<file path="config.mk">
export PLATFORM = sky130hd
export DESIGN_NAME = imem_program_loader
export DESIGN_NICKNAME = d
export VERILOG_FILES = /design/src/rtl/loader_pkg.sv /design/src/rtl/loader_rd_align.sv /design/src/rtl/imem_program_loader.sv
export SDC_FILE = /design/constraint.sdc
export NUM_CORES = 1
export LEC_CHECK = 0
export ABC_AREA = 1
export CAP_MARGIN = 20
export CORE_MARGIN = 4
export CORE_UTILIZATION = 29
export DETAILED_ROUTE_END_ITERATION = 7
export GPL_TIMING_DRIVEN = 0
export PLACE_DENSITY = 0.83
export SETUP_SLACK_MARGIN = 0.1
export SYNTH_ARGS = -nofsm -noshare
export SYNTH_HDL_FRONTEND = slang
export SYNTH_SLANG_ARGS = --single-unit
</file>
<file path="constraint.sdc">
create_clock -name clk -period 2.3 [get_ports clk]
set_input_delay 0.345 -clock clk [delete_from_list [all_inputs] [get_ports clk]]
set_output_delay 0.345 -clock clk [all_outputs]
set_load 0.1 [all_outputs]
</file>
<file path="src/rtl/loader_pkg.sv">
// Shared types and widths for the instruction-memory program loader.
// The VERIFY state is only reachable when LOADER_VERIFY_EN is defined.
package loader_pkg;

    localparam int WORD_W  = 32;
    localparam int ADDR_W  = 64;
    localparam int COUNT_W = 10;

    typedef enum logic [2:0] {
        ST_IDLE,
        ST_LOAD,
        ST_VERIFY,
        ST_RUN,
        ST_ERROR
    } state_t;

endpackage

</file>
<file path="src/rtl/loader_rd_align.sv">
// Valid shift register marking the cycle in which rdata_ext answers a read issued RD_LAT cycles earlier.
// Instantiated by imem_program_loader only when LOADER_VERIFY_EN is defined.
module loader_rd_align #(
    parameter int RD_LAT = 1
) (
    input  logic clk,
    input  logic arst_n,
    input  logic issue,
    output logic valid
);

    logic [RD_LAT-1:0] pipe_q;

    always_ff @(posedge clk) begin
        if (!arst_n) begin
            pipe_q <= '0;
        end else begin
            pipe_q <= (pipe_q << 1) | RD_LAT'(issue);
        end
    end

    assign valid = pipe_q[RD_LAT-1];

endmodule

</file>
<file path="src/rtl/imem_program_loader.sv">
// Streams a program into instruction memory over the cpu external port, then holds cpu enable.
// Defining LOADER_VERIFY_EN adds a read-back checksum pass (VERIFY) before the cpu is enabled.
module imem_program_loader
    import loader_pkg::*;
#(
    parameter int                IMEM_DEPTH = 512,
    parameter logic [ADDR_W-1:0] BASE_ADDR  = '0,
    parameter int                RD_LAT     = 1
) (
    input  logic               clk,
    input  logic               arst_n,
    input  logic               start,
    input  logic               halt,
    input  logic               s_valid,
    output logic               s_ready,
    input  logic [WORD_W-1:0]  s_data,
    input  logic               s_last,
    output logic [ADDR_W-1:0]  addr_ext,
    output logic               wen_ext,
    output logic               ren_ext,
    output logic [WORD_W-1:0]  wdata_ext,
    input  logic [WORD_W-1:0]  rdata_ext,
    output logic               cpu_enable,
    output logic [COUNT_W-1:0] word_count,
    output logic               load_error
);

`ifdef LOADER_VERIFY_EN
    localparam state_t AFTER_LAST = ST_VERIFY;
`else
    localparam state_t AFTER_LAST = ST_RUN;
`endif

    state_t             state, next_state;
    logic [COUNT_W-1:0] count_q;
    logic               error_q;
    logic               enable_q;
    logic               handshake;
    logic               full;
    logic               enter_load;

    // halt takes priority over an offered word, so a halted load never writes
    assign s_ready    = (state == ST_LOAD) && !halt;
    assign handshake  = s_valid && s_ready;
    assign full       = (count_q == COUNT_W'(IMEM_DEPTH));
    assign enter_load = (next_state == ST_LOAD) && (state != ST_LOAD);

`ifdef LOADER_VERIFY_EN
    logic [COUNT_W-1:0] issue_q;
    logic [COUNT_W-1:0] rtn_q;
    logic [WORD_W-1:0]  checksum_q;
    logic [WORD_W-1:0]  rd_sum_q;
    logic               rd_valid;
    logic               last_rtn;
    logic               sum_ok;

    loader_rd_align #(.RD_LAT(RD_LAT)) u_rd_align (
        .clk   (clk),
        .arst_n(arst_n),
        .issue (ren_ext),
        .valid (rd_valid)
    );

    assign last_rtn = rd_valid && ((rtn_q + COUNT_W'(1)) == count_q);
    assign sum_ok   = (rd_sum_q + rdata_ext) == checksum_q;
`else
    logic unused_rd;
    assign unused_rd = ^{rdata_ext, RD_LAT[0]};
`endif

    // NOTE: every output and next_state gets a default first so no path infers a latch.
    always_comb begin
        next_state = state;
        wen_ext    = 1'b0;
        ren_ext    = 1'b0;
        addr_ext   = BASE_ADDR;
        wdata_ext  = '0;
        case (state)
            ST_IDLE: begin
                if (start && !halt) next_state = ST_LOAD;
            end
            ST_LOAD: begin
                if (halt) begin
                    next_state = ST_IDLE;
                end else if (handshake) begin
                    if (full) begin
                        next_state = ST_ERROR;
                    end else begin
                        wen_ext   = 1'b1;
                        addr_ext  = BASE_ADDR + (ADDR_W'(count_q) << 2);
                        wdata_ext = s_data;
                        if (s_last) next_state = AFTER_LAST;
                    end
                end
            end
`ifdef LOADER_VERIFY_EN
            ST_VERIFY: begin
                if (issue_q < count_q) begin
                    ren_ext  = 1'b1;
                    addr_ext = BASE_ADDR + (ADDR_W'(issue_q) << 2);
                end
                if (last_rtn) next_state = sum_ok ? ST_RUN : ST_ERROR;
            end
`endif
            ST_RUN: begin
                if (halt)       next_state = ST_IDLE;
                else if (start) next_state = ST_LOAD;
            end
            ST_ERROR: begin
                if (start && !halt) next_state = ST_LOAD;
            end
            default: next_state = ST_IDLE;
        endcase
    end

    // NOTE: state registers use non-blocking assignments so every flop samples pre-edge values.
    always_ff @(posedge clk) begin
        if (!arst_n) begin
            state    <= ST_IDLE;
            count_q  <= '0;
            error_q  <= 1'b0;
            enable_q <= 1'b0;
        end else begin
            state    <= next_state;
            // enable rises one cycle after RUN entry and drops on the edge that leaves RUN
            enable_q <= (state == ST_RUN) && (next_state == ST_RUN);
            if (enter_load)   count_q <= '0;
            else if (wen_ext) count_q <= count_q + COUNT_W'(1);
            if (enter_load)                                          error_q <= 1'b0;
            else if (next_state == ST_ERROR && state != ST_ERROR) error_q <= 1'b1;
        end
    end

`ifdef LOADER_VERIFY_EN
    always_ff @(posedge clk) begin
        if (!arst_n || enter_load) begin
            issue_q    <= '0;
            rtn_q      <= '0;
            checksum_q <= '0;
            rd_sum_q   <= '0;
        end else begin
            if (wen_ext) checksum_q <= checksum_q + s_data;
            if (ren_ext) issue_q    <= issue_q + COUNT_W'(1);
            if (rd_valid && state == ST_VERIFY) begin
                rtn_q    <= rtn_q + COUNT_W'(1);
                rd_sum_q <= rd_sum_q + rdata_ext;
            end
        end
    end
`endif

    assign cpu_enable = enable_q;
    assign word_count = count_q;
    assign load_error = error_q;

endmodule

</file>
==> impl_metrics.json, run 1 <==
{
  "cts.sinks": 15,
  "overflow": 0,
  "grt_max_degree": 11,
  "layout.nets": 526,
  "htreeDepth": 1,
  "hp-start": "load_error$_SDFFE_PP0P_",
  "row_count": 27,
  "worst_ep_required_time_ps": 1960,
  "hold_viol_final": 0,
  "antennaDiodeCount": 0,
  "drt_iter0_markers": 28,
  "hpwlAfterDp_um": 4900,
  "drv_slew": 0,
  "start_kind": "flip-flop",
  "netlist_instances": 287,
  "cts.clk_slew.worst_paths_ps": 70,
  "grt_pass1_wl_um": 8830,
  "final_area_um2": 3750,
  "fp.dieH_um": 85.1,
  "ys_ff_latch": 15,
  "power_frac_comb": 0.602,
  "cp-end-kind": "output pin",
  "cts_hold_buf": 0,
  "regToRegStartpoint": "word_count[0]$_SDFFE_PP0P_",
  "max_slew.worst_pin.slew_ps": 990,
  "drive_gt1_frac": 0.470,
  "nFillCells": 463,
  "place_area_um2": 3330,
  "first_pass_iters": 4,
  "vias": 2070,
  "p_clk_frac": 0.182,
  "antenna_found_initial": 0,
  "period_minus_slack_ps": 2230,
  "remaining_drc_errors": 0,
  "status": "finished, final reports clean",
  "crit_start": "word_count[0]$_SDFFE_PP0P_",
  "cp.arrival_ps": 1880,
  "rsz0062_at_grt": "yes",
  "fin_worst_skew_ps": 2.32,
  "cellPowerDensity_nw_per_um2": 321,
  "setup_viol": 0,
  "swShare": 0.540,
  "pin_count": 181,
  "die_w_um": 85.1,
  "seqPwrFrac": 0.216,
  "setup_ws_ps": 74.8,
  "r2r_end": "word_count[0]$_SDFFE_PP0P_",
  "viasPerCell": 3.94,
  "r2r_cells": 11,
  "tns_ps": 0,
  "critPathKind": "flip-flop to output pin",
  "syn_area_um2": 1720,
  "intPower_w": 0.000554,
  "gp_congestion": 0.904,
  "period_share": 0.967,
  "maxCapViolCount": 0,
  "ys_types": 25,
  "switchingPower_w": 0.000650,
  "synth_area_per_cell_um2": 6.00,
  "seqCellArea_um2": 319,
  "clkLatencyLatePin_ps": 250,
  "pre_cts_ws_ps": -963,
  "clockBufferDepth": 2,
  "min_path_type": "flip-flop to flip-flop",
  "crit_fanout": 6,
  "tritoncts": "built",
  "syn2layout_area_growth_pct": 118,
  "place.port_buffers": 93,
  "detail-route-antenna-nets": 0,
  "drt_wl_total_um": 6320,
  "synth_warnings": 0,
  "fmax_mhz": 449,
  "r2r_setup_slack_ps": 560,
  "p_leak_nw": 1.86,
  "start_util": 0.305,
  "core_area_um2": 5640,
  "multi_input_area_um2": 1250,
  "root_buffer": "clkbuf_8",
  "cp-endpoint": "wdata_ext[12]",
  "track_usage": 0.145,
  "yosysSeqAreaShare": 0.174,
  "grt_pass1_vias": 1826,
  "cts_made_buffers": 3,
  "slew_headroom": 0.338,
  "die_area_um2": 7240,
  "wire_per_inst_um": 12.0,
  "ir_drop_uv": 249
}
cell usage in the layout (no fill, tap or decap), drive strengths merged:
| cell | netlist | layout |
|---|---|---|
| inv | 56 | 56 |
| a21oi | 3 | 3 |
| clkdlybuf4s18 | 0 | 1 |
| clkbuf | 0 | 7 |
| clkdlybuf4s15 | 0 | 5 |
| dfxtp | 15 | 15 |
| buf | 62 | 111 |
| o21ai | 7 | 7 |
| xnor2 | 1 | 1 |
| a21boi | 2 | 2 |
| xor2 | 3 | 3 |
| clkdlybuf4s50 | 0 | 45 |
| conb | 1 | 55 |
| nor2 | 75 | 75 |
| ha | 2 | 2 |
| nand4 | 3 | 3 |
| dlygate4sd2 | 0 | 2 |
| nand2 | 43 | 43 |
| dlymetal6s2s | 0 | 2 |
| nand3 | 10 | 10 |
| clkinv | 4 | 5 |
cell families (layout without fill, tap and decap cells):
group | Yosys count | count (layout) | share of synthesized area
compound gates | 12 | 12 | 0.0378
xor+xnor | 4 | 4 | 0.0203
fa+ha+maj | 2 | 2 | 0.0145
buf+inv | 122 | 234 | 0.402
flops | 15 | 15 | 0.174
other cells | 1 | 55 | 0.00218
simple gates | 131 | 131 | 0.349
worst min-delay path by stage:
stage                                            end  cells after the start
final                        load_error$_SDFFE_PP0P_                      2
after global routing         load_error$_SDFFE_PP0P_                      2
after CTS                    load_error$_SDFFE_PP0P_                      2
after detailed placement     load_error$_SDFFE_PP0P_                      2
after global placement       load_error$_SDFFE_PP0P_                      2
after floorplan           word_count[2]$_SDFFE_PP0P_                      2
state kept, by name, summed over array words and instances (netlist names):
signal	count
state	3
load_error	1
cpu_enable	1
word_count	10
stage by stage:
step	cells	utilization	total power (W)	hold WS, ps
2_1_floorplan	341	-	0.000868	478
3_3_place_gp	506	0.591	0.000956	474
6_report	525	0.666	0.00120	510
3_5_place_dp	506	0.591	0.000959	480
4_1_cts	512	0.613	0.00118	511
5_1_grt	525	0.666	0.00125	553
Yosys cell counts (all sizes together):
cell    count  area [µm²]
buf        62         467
a21boi      2        15.0
nand4       3        18.8
conb        1        3.75
a21oi       3        15.0
nand3      10        60.1
clkinv      4        15.0
o21ai       7        35.0
xor2        3        26.3
ha          2        25.0
nand2      43         181
nor2       75         342
xnor2       1        8.76
dfxtp      15         300
inv        56         210
power by group through the flow:
stage          Combinational [W]  Clock [W]  Sequential, W
2_1_floorplan           0.000599          0       0.000269
3_3_place_gp            0.000689          0       0.000267
3_5_place_dp            0.000692          0       0.000267
4_1_cts                 0.000699   0.000224       0.000261
5_1_grt                 0.000747   0.000242       0.000261
6_report                0.000725   0.000219       0.000261
repair_timing:
| action | in CTS | in global routing |
|---|---|---|
| setup endpoints to repair | 44 | 37 |
| buffers inserted | 2 | 11 |
| gates resized for setup | 275 | 42 |
| gates cloned | 0 | 2 |
| pin swaps | 0 | 10 |
worst max-delay path: stages (launching register included):
cell,delay [ps]
dfxtp_4,380
inv_4,50
ha_4,160
nand2_4,60
nor2_4,30
nand4_1,110
nand2_2,100
buf_12,160
buf_12,140
buf_16,140
nor2_4,120
buf_12,180
layout make-up:
| cell class | count | share of cell area |
|---|---|---|
| repair buffers | 108 | 0.337 |
| flip-flops and latches | 15 | 0.0850 |
| inverters | 60 | 0.0613 |
| well taps | 72 | 0.0240 |
| plain buffers | 62 | 0.146 |
| clock inverters | 1 | 0.00133 |
| multi-input cells | 204 | 0.334 |
| clock buffers | 3 | 0.0110 |
layer usage:
metal / vias to the layer above / routed length [µm] / global-route usage
met1: 912 / 2100 / 0.159
met5: - / 0 / 0
met3: 4 / 516 / 0.0282
met4: 0 / 26 / 0.0129
met2: 100 / 3680 / 0.293
li1: 1054 / - / -
(Power assumes the default switching activity.)
==> inputs of run 2 (changes only) <==
--- a/config.mk
+++ b/config.mk
@@ -13,6 +13,7 @@
 export GPL_TIMING_DRIVEN = 0
 export PLACE_DENSITY = 0.83
 export SETUP_SLACK_MARGIN = 0.1
+export SKIP_LAST_GASP = 1
 export SYNTH_ARGS = -nofsm -noshare
 export SYNTH_HDL_FRONTEND = slang
 export SYNTH_SLANG_ARGS = --single-unit
==> results of run 2 <==
Final layout, timing and power as in run 1 (identical DEF).
==> inputs of run 3 (changes only) <==
--- a/config.mk
+++ b/config.mk
@@ -7,8 +7,8 @@
 export LEC_CHECK = 0
 export ABC_AREA = 1
 export CAP_MARGIN = 20
-export CORE_MARGIN = 4
 export CORE_UTILIZATION = 29
+export CTS_CLUSTER_SIZE = 30
 export DETAILED_ROUTE_END_ITERATION = 7
 export GPL_TIMING_DRIVEN = 0
 export PLACE_DENSITY = 0.83
==> impl_metrics.json, run 3 (synthesis gave the netlist of run 1 again) <==
{
  "status": "finished, final reports clean",
  "cts.clk_slew.worst_paths_ps": 60,
  "grt_pass1_vias": 1788,
  "place.port_buffers": 93,
  "detail-route-antenna-nets": 0,
  "cp-endpoint": "wdata_ext[10]",
  "r2r_setup_slack_ps": 590,
  "clockBufferDepth": 2,
  "period_share": 0.965,
  "fin_hold_ws_ps": 524,
  "cp-end-kind": "output pin",
  "tritoncts": "built",
  "syn2layout_area_growth_pct": 115,
  "antenna_found_initial": 0,
  "start_util": 0.307,
  "layout_commonest_cell": "buf_4",
  "wire_per_inst_um": 11.0,
  "rsz0062_at_grt": "yes",
  "start_kind": "flip-flop",
  "drt_iter0_markers": 14,
  "layout.nets": 519,
  "critPathKind": "flip-flop to output pin",
  "pin_count": 181,
  "drive_gt1_frac": 0.457,
  "first_pass_iters": 4,
  "cts_hold_buf": 0,
  "largest_register_ffs": 10,
  "vias": 2038,
  "root_buffer": "clkbuf_8",
  "fmax_mhz": 450,
  "min_path_type": "flip-flop to flip-flop",
  "die_w_um": 79.1,
  "fin_worst_skew_ps": 3.46,
  "max_slew.worst_pin.slew_ps": 995,
  "track_usage": 0.170,
  "gp_congestion": 0.774,
  "grt_pass1_wl_um": 8480,
  "setup_viol": 0,
  "die_area_um2": 6250,
  "crit_fanout": 5,
  "fp.dieH_um": 79.1,
  "p_leak_nw": 1.82,
  "cp.arrival_ps": 1880,
  "ir_drop_uv": 305,
  "r2r_cells": 10,
  "r2r_end": "word_count[0]$_SDFFE_PP0P_",
  "regToRegStartpoint": "word_count[1]$_SDFFE_PP0P_",
  "row_count": 27,
  "htreeDepth": 1,
  "core_area_um2": 5610,
  "setup_ws_ps": 79.8,
  "worst_ep_required_time_ps": 1960,
  "mostFrequentLayoutCells": "buf_4, conb_1, inv_1",
  "slew_headroom": 0.335,
  "antennaDiodeCount": 0,
  "nFillCells": 455,
  "cts_made_buffers": 3,
  "multi_input_area_um2": 1250,
  "hpwlAfterDp_um": 4410,
  "drt_wl_total_um": 5690,
  "seqCellArea_um2": 318,
  "maxCapViolCount": 0,
  "drv_slew": 0,
  "viasPerCell": 3.93,
  "pre_cts_ws_ps": -981,
  "overflow": 0,
  "cts.sinks": 15,
  "hold_viol_final": 0,
  "crit_start": "word_count[1]$_SDFFE_PP0P_",
  "cellPowerDensity_nw_per_um2": 326,
  "grt_max_degree": 11,
  "period_minus_slack_ps": 2220,
  "remaining_drc_errors": 0,
  "clkLatencyLatePin_ps": 250
}
run 3: layer usage:
metal / wire [µm] / up-vias / track usage
met3: 489 / 11 / 0.0264
met1: 1880 / 897 / 0.169
met5: 0 / - / 0
li1: - / 1036 / -
met4: 142 / 0 / 0.0545
met2: 3170 / 94 / 0.348
run 3: what timing repair did:
action,4_1_cts,5_1_grt
pin swaps,1,3
endpoints found under the hold margin,0,0
endpoints found under the setup margin,44,41
buffers inserted,2,3
gates resized for setup,280,39
gates cloned,3,0
run 3: final cells by class:
type                       count  share of cell area
buffer                        62               0.145
clock buffer                   4              0.0122
inverter                      60              0.0623
multi-input combinational    204               0.338
sequential                    15              0.0860
tap                           72              0.0244
timing repair buffer         101               0.333
run 3: report_power, final:
part | internal, W | total [W] | leakage, nW | switching (W)
combinational | 0.000175 | 0.000722 | 1.67 | 0.000547
sequential | 0.000259 | 0.000260 | 0.127 | 0.00000121
clock | 0.000123 | 0.000223 | 0.0228 | 0.0000999
total | 0.000557 | 0.00120 | 1.82 | 0.000648
run 3: how the worst min path moves through the flow:
stage | startpoint | end | slack, ps | cells after the start
after global placement | load_error$_SDFFE_PP0P_ | load_error$_SDFFE_PP0P_ | 500 | 2
after detailed placement | load_error$_SDFFE_PP0P_ | load_error$_SDFFE_PP0P_ | 500 | 2
after floorplan | arst_n | word_count[2]$_SDFFE_PP0P_ | 480 | 2
after CTS | load_error$_SDFFE_PP0P_ | load_error$_SDFFE_PP0P_ | 530 | 2
final | load_error$_SDFFE_PP0P_ | load_error$_SDFFE_PP0P_ | 520 | 2
after global routing | load_error$_SDFFE_PP0P_ | load_error$_SDFFE_PP0P_ | 540 | 2
run 3: per-stage QoR:
stage	instances	util	total power, W	area [µm²]	TNS (ps)
detailed placement	506	0.595	0.000959	3330	-35930
finish	518	0.659	0.00120	3700	0
floorplan	341	-	0.000868	2310	-746
CTS	515	0.637	0.00119	3570	-2.47
global route	518	0.659	0.00124	3700	0
global placement	506	0.595	0.000955	3330	-35420
run 3: critical path: stages (launching register included):
cell and delay [ps]:
dfxtp_4 360, inv_4 50, ha_4 150, nand2_2 80, nor2_4 40, nand4_1 110, nand2_2 100, bufbuf_16 290
buf_12 140, nor2_4 120, buf_12 180
